## src/rtl/noc_local_interface.sv

```systemverilog
// Local-core network interface: packs core requests into single-flit packets and injects them
// with credit flow control; buffers ejected flits for the core and returns one credit per pop.
module noc_local_interface #(
  parameter int XCOORD   = 1,
  parameter int YCOORD   = 1,
  parameter int TX_DEPTH = 4,
  parameter int RX_DEPTH = 4,
  parameter int CREDITS  = 4
) (
  input  logic        clk,
  input  logic        rst,
  input  logic        tx_valid_i,
  output logic        tx_ready_o,
  input  logic [3:0]  tx_dest_x_i,
  input  logic [3:0]  tx_dest_y_i,
  input  logic [7:0]  tx_payload_i,
  output logic [15:0] link_data_o,
  output logic        link_enable_o,
  input  logic        link_credit_i,
  input  logic [15:0] link_data_i,
  input  logic        link_enable_i,
  output logic        link_credit_o,
  output logic        rx_valid_o,
  input  logic        rx_ready_i,
  output logic [7:0]  rx_payload_o,
  output logic        rx_misroute_o,
  output logic        err_o
);

  localparam int TXA = $clog2(TX_DEPTH);
  localparam int RXA = $clog2(RX_DEPTH);
  localparam int CW  = $clog2(CREDITS + 1);

  logic [15:0]   tx_mem [TX_DEPTH];
  logic [TXA-1:0] tx_wr, tx_rd;
  logic [TXA:0]   tx_cnt;
  logic [CW-1:0]  credit_cnt;

  logic [15:0]   rx_mem [RX_DEPTH];
  logic [RXA-1:0] rx_wr, rx_rd;
  logic [RXA:0]   rx_cnt;

  logic tx_push, tx_send, rx_push, rx_pop, rx_full, rx_drop, misroute_hit, credit_ovf;

  // Ready is a function of the registered count only, so a full FIFO never takes a push.
  assign tx_ready_o = (tx_cnt != (TXA+1)'(TX_DEPTH));
  assign tx_push    = tx_valid_i && tx_ready_o;
  assign tx_send    = (tx_cnt != '0) && (credit_cnt != '0);
  assign credit_ovf = link_credit_i && !tx_send && (credit_cnt == CW'(CREDITS));

  assign rx_valid_o   = (rx_cnt != '0);
  assign rx_full      = (rx_cnt == (RXA+1)'(RX_DEPTH));
  assign rx_pop       = rx_valid_o && rx_ready_i;
  assign rx_push      = link_enable_i && (!rx_full || rx_pop);
  assign rx_drop      = link_enable_i && rx_full && !rx_pop;
  assign misroute_hit = link_enable_i &&
                        ((link_data_i[7:4] != 4'(XCOORD)) || (link_data_i[3:0] != 4'(YCOORD)));
  assign rx_payload_o = rx_valid_o ? rx_mem[rx_rd][15:8] : 8'h00;

  // Storage arrays carry no reset; validity is tracked entirely by the counts.
  always_ff @(posedge clk) begin
    if (tx_push) tx_mem[tx_wr] <= {tx_payload_i, tx_dest_x_i, tx_dest_y_i};
    if (rx_push) rx_mem[rx_wr] <= link_data_i;
  end

  always_ff @(posedge clk) begin
    if (rst) begin
      tx_wr         <= '0;
      tx_rd         <= '0;
      tx_cnt        <= '0;
      credit_cnt    <= CW'(CREDITS);
      link_data_o   <= '0;
      link_enable_o <= 1'b0;
      rx_wr         <= '0;
      rx_rd         <= '0;
      rx_cnt        <= '0;
      link_credit_o <= 1'b0;
      rx_misroute_o <= 1'b0;
      err_o         <= 1'b0;
    end else begin
      if (tx_push) tx_wr <= tx_wr + 1'b1;
      if (tx_send) begin
        tx_rd       <= tx_rd + 1'b1;
        link_data_o <= tx_mem[tx_rd];
      end
      link_enable_o <= tx_send;
      tx_cnt <= tx_cnt + (TXA+1)'(tx_push) - (TXA+1)'(tx_send);

      case ({tx_send, link_credit_i})
        2'b10:   credit_cnt <= credit_cnt - 1'b1;
        2'b01:   if (!credit_ovf) credit_cnt <= credit_cnt + 1'b1;
        default: credit_cnt <= credit_cnt;
      endcase

      if (rx_push) rx_wr <= rx_wr + 1'b1;
      if (rx_pop)  rx_rd <= rx_rd + 1'b1;
      rx_cnt <= rx_cnt + (RXA+1)'(rx_push) - (RXA+1)'(rx_pop);
      link_credit_o <= rx_pop;

      if (misroute_hit)          rx_misroute_o <= 1'b1;
      if (rx_drop || credit_ovf) err_o         <= 1'b1;
    end
  end

endmodule
```

## config.mk

```make
export PLATFORM = sky130hd
export DESIGN_NAME = noc_local_interface
export DESIGN_NICKNAME = d
export VERILOG_FILES = /design/src/rtl/noc_local_interface.sv
export SDC_FILE = /design/constraint.sdc
export NUM_CORES = 1
export LEC_CHECK = 0
export CAP_MARGIN = 40
export CORE_MARGIN = 1
export CORE_UTILIZATION = 49
export DETAILED_ROUTE_END_ITERATION = 10
export PLACE_DENSITY = 0.75
export SLEW_MARGIN = 20
export SYNTH_ARGS = -nofsm -noshare
export SYNTH_HDL_FRONTEND = slang
export SYNTH_SLANG_ARGS = --single-unit
```

## constraint.sdc

```tcl
create_clock -name clk -period 2.4 [get_ports clk]
set_input_delay 0.48 -clock clk [delete_from_list [all_inputs] [get_ports clk]]
set_output_delay 0.48 -clock clk [all_outputs]
set_load 0.01 [all_outputs]
```

==> results.md <==
- Pwr per Cell Area: 1170 nW/um2
- Fin crit period: 2.35 ns
- GR Util met2: 33.2%
- Main combinational cell family by area after synthesis: multiplexers
- Core area: 10400 um2
- VDD IR max: 0.000732 V
- Post-synth top area cell: edfxtp_1
- Synthesis-to-layout area growth: 29.7%
- ANT nets after route: 0
- Post-Synth Adder-Cell Area: 3.98%
- Commonest cells in the netlist: edfxtp_1, dfxtp_1, nand2_1, mux4_2, a21oi_1
- Clock Path Buffers: 2
- Total global routing overflow: 0
- Post-route clock period utilization: 97.9%
- Relative slew slack: 76.4%
- EDFF count, synth: 96
- Critical path required time: 1.92 ns
- Skew-Pair Late Insertion Delay: 0.51 ns
- Fmax achieved: 0.426 GHz
- Initial cell density of the core: 51.0%
- Compound-Gate Fraction of Synth Area: 2.27%
- Top FF cell, synth: edfxtp_1
- Worst hold path endpoint: link_data_o[9]$_SDFFE_PP0P_
- RSZ-0062 raised after global routing: yes
- CTS tree: yes
- Initial antenna violation count: 0
- Fin util: 66.1%
- Area of the multi-input gates: 1510 um2
- Met3 Track Usage GR: 4.58%
- FFs w/ async S/R, synth: 0%
- Die W: 106 um
- CTS Hold Bufs: 0
- Outcome: finished, final reports clean
- Top-level I/O count: 68
- Reg area: 3670 um2
- #FFs+latches synth: 135
- Largest net degree at the start of global routing: 27
- Max Slew Vio Count: 0
- Synth Instances: 331
- Post-DP HPWL: 6210 um
- Leakage: 0.00248 uW
- Seq/Total Area, Yosys: 69.3%
- Worst Hold Class: reg2reg
- Clock Tree Root: clkbuf_8
- Total Routing Usage GR: 18.6%
- Mapped cell area: 5280 um2
- PortBufs: 67
- # fillers: 750
- Vias in the first global route: 3152
- Hold_sp: link_data_o[9]$_SDFFE_PP0P_
- Post-placement cell area: 6250 um2
- Vias post-DR: 3001
- Drt pass-1 iters: 4
- CTS clk-pin slew, worst paths: 0.06 ns
- Yosys cell types: 31
- DR vias/cell: 5.17
- CTS H-Tree Depth: 4
- N_diodes: 0
- Worst-margin pin slew: 0.354 ns
- Most numerous cell in the Yosys netlist: edfxtp_1
- Worst reg2reg startpoint: tx_cnt[1]$_SDFF_PP0_
- Slowest stage cell, crit path: mux4_2
- Top cell type's share of synthesized area: 54.6%
- Cts bufs inserted: 17
- Layout net count: 485
- Post-synthesis simple-gate area fraction: 8.86%
- Die area: 11200 um2
- Slowest stage delay, CP: 0.48 ns
- Fin area: 6850 um2
- Fin cells: 580
- Max-Cap Viols: 0
- Flop-to-flop setup slack: 0.09 ns
- CP cell instances: buf_6 > mux4_2 > and2_1 > dlygate4sd2_1
- Synth Area per Inst: 16.0 um2
- Yosys warns: 0
- Hold WS: 0.453 ns
- Final setup fails: 0
- Largest cells by area after synthesis: edfxtp_1, dfxtp_1, mux4_2
- R2R depth: 11
- Floorplan row count: 37
- Crit Path Max Fanout: 6
- Starting DRT DRC Count: 149
- First-pass GRT wire length: 15500 um
- CP arrival: 1.87 ns
- RR Endpoint: tx_cnt[2]$_SDFF_PP0_
- Syn Nets: 384
- Worst Path Class, Setup: reg2out
- Post-Synth XOR/XNOR Area: 1.82%
- Die Ht: 106 um
- Most Crowded Layer GR: met2
- WHS Path Cells: 2
- Fin. Hold Viols: 0
- Mux cell area share after synthesis: 11.2%
- DRC Markers: 0
- Clk sink count: 135
- Routed WL: 9610 um
- CP endpoint kind: output port
- Layout cells sized above 1: 24.1%
- Startpoint Class: register
- Setup_tns: 0 ns
- Per-cell routed wire length: 16.6 um
- Final Skew: 0.00986 ns
- Placed Cells: 546
- GPL Wtd Cong: 0.695
- Met1 usage: 21.9%
==> metrics by stage <==
| step | power, uW | setup WS, ns |
|---|---|---|
| 2_1_floorplan | 4650 | 0.0213 |
| 3_3_place_gp | 5530 | -0.303 |
| 3_5_place_dp | 5610 | -0.328 |
| 4_1_cts | 8130 | -0.0127 |
| 5_1_grt | 8470 | -0.0170 |
| 6_report | 8050 | 0.0514 |
==> report_power, final <==
| part | internal, uW | switching [uW] |
|---|---|---|
| clock network | 1490 | 988 |
| logic | 1310 | 1140 |
| registers | 2920 | 196 |
==> flip-flops by register name, summed over array words and instances, names as in the netlist, named ones only <==
name	flops
rx_mem	32
err_o	1
rx_misroute_o	1
tx_cnt	3
credit_cnt	3
link_credit_o	1
link_data_o	16
rx_wr	2
tx_mem	64
rx_cnt	3
link_enable_o	1
tx_wr	2
rx_rd	2
tx_rd	2
==> cell families (layout without fill, tap and decap cells) <==
family	Yosys count	after routing
xor+xnor	11	11
simple gates	92	92
buf+inv	28	141
compound gates	21	21
flops	135	135
mux	29	29
fa+ha+maj	15	15
==> per-layer routing <==
metal  part of all wire [%]  routed length, um
met1                     41               3910
met2                     54               5200
met3                    4.3                417
met4                   0.82                 79
met5                      0                  0
==> worst max-delay path by stage <==
stage,start,endpoint,cells past startpoint
final,register,rx_payload_o[0],4
after global routing,tx_cnt[1]$_SDFF_PP0_,tx_cnt[2]$_SDFF_PP0_,11
after CTS,register,rx_payload_o[1],6
after detailed placement,rx_ready_i,rx_cnt[2]$_SDFF_PP0_,13
after global placement,rx_ready_i,rx_cnt[2]$_SDFF_PP0_,13
after floorplan,tx_cnt[1]$_SDFF_PP0_,tx_cnt[2]$_SDFF_PP0_,13
==> cell usage in the layout (no fill, tap or decap), types with 2 or more instances in the layout <==
master and count:
a21oi_1 19, and2_1 11, and2_4 3, and3_1 5, buf_2 3, buf_4 29
buf_6 4, bufinv_16 2, clkbuf_16 16, clkdlybuf4s15_1 2, clkdlybuf4s50_1 57, clkinvlp_4 3
dfxtp_1 35, dfxtp_2 4, dlygate4sd2_1 2, edfxtp_1 96, fa_1 2, ha_1 12
inv_1 11, inv_6 4, mux2_2 2, mux2i_1 3, mux4_2 24, nand2_1 37
nand3_1 2, nor2_1 17, nor2b_1 6, nor4b_1 3, or3_4 3, or3b_1 2
xnor2_1 7, xor2_1 4
==> layout make-up <==
type / instances / share of cell area (%)
tap: 136 / 2.48
sequential: 135 / 53.5
timing repair buffer: 98 / 13.1
clock inverter: 13 / 2.14
clock buffer: 18 / 6.10
multi-input combinational: 168 / 22.0
inverter: 12 / 0.657
==> repair_timing <==
action                     4_1_cts  5_1_grt
pin swaps                        3        2
gates resized for setup         33        7
setup buffers                    4        0
setup endpoints to repair        9        8
hold endpoints to repair         0        0
==> worst max-delay path: cells and delay by family (launching register included) <==
kind | cells | cell delay [ns]
multiplexers | 1 | 0.48
buffers and inverters | 2 | 0.40
flip-flops | 1 | 0.32
AND/OR/NAND/NOR | 1 | 0.16
Power figures use the tool's default switching activity.
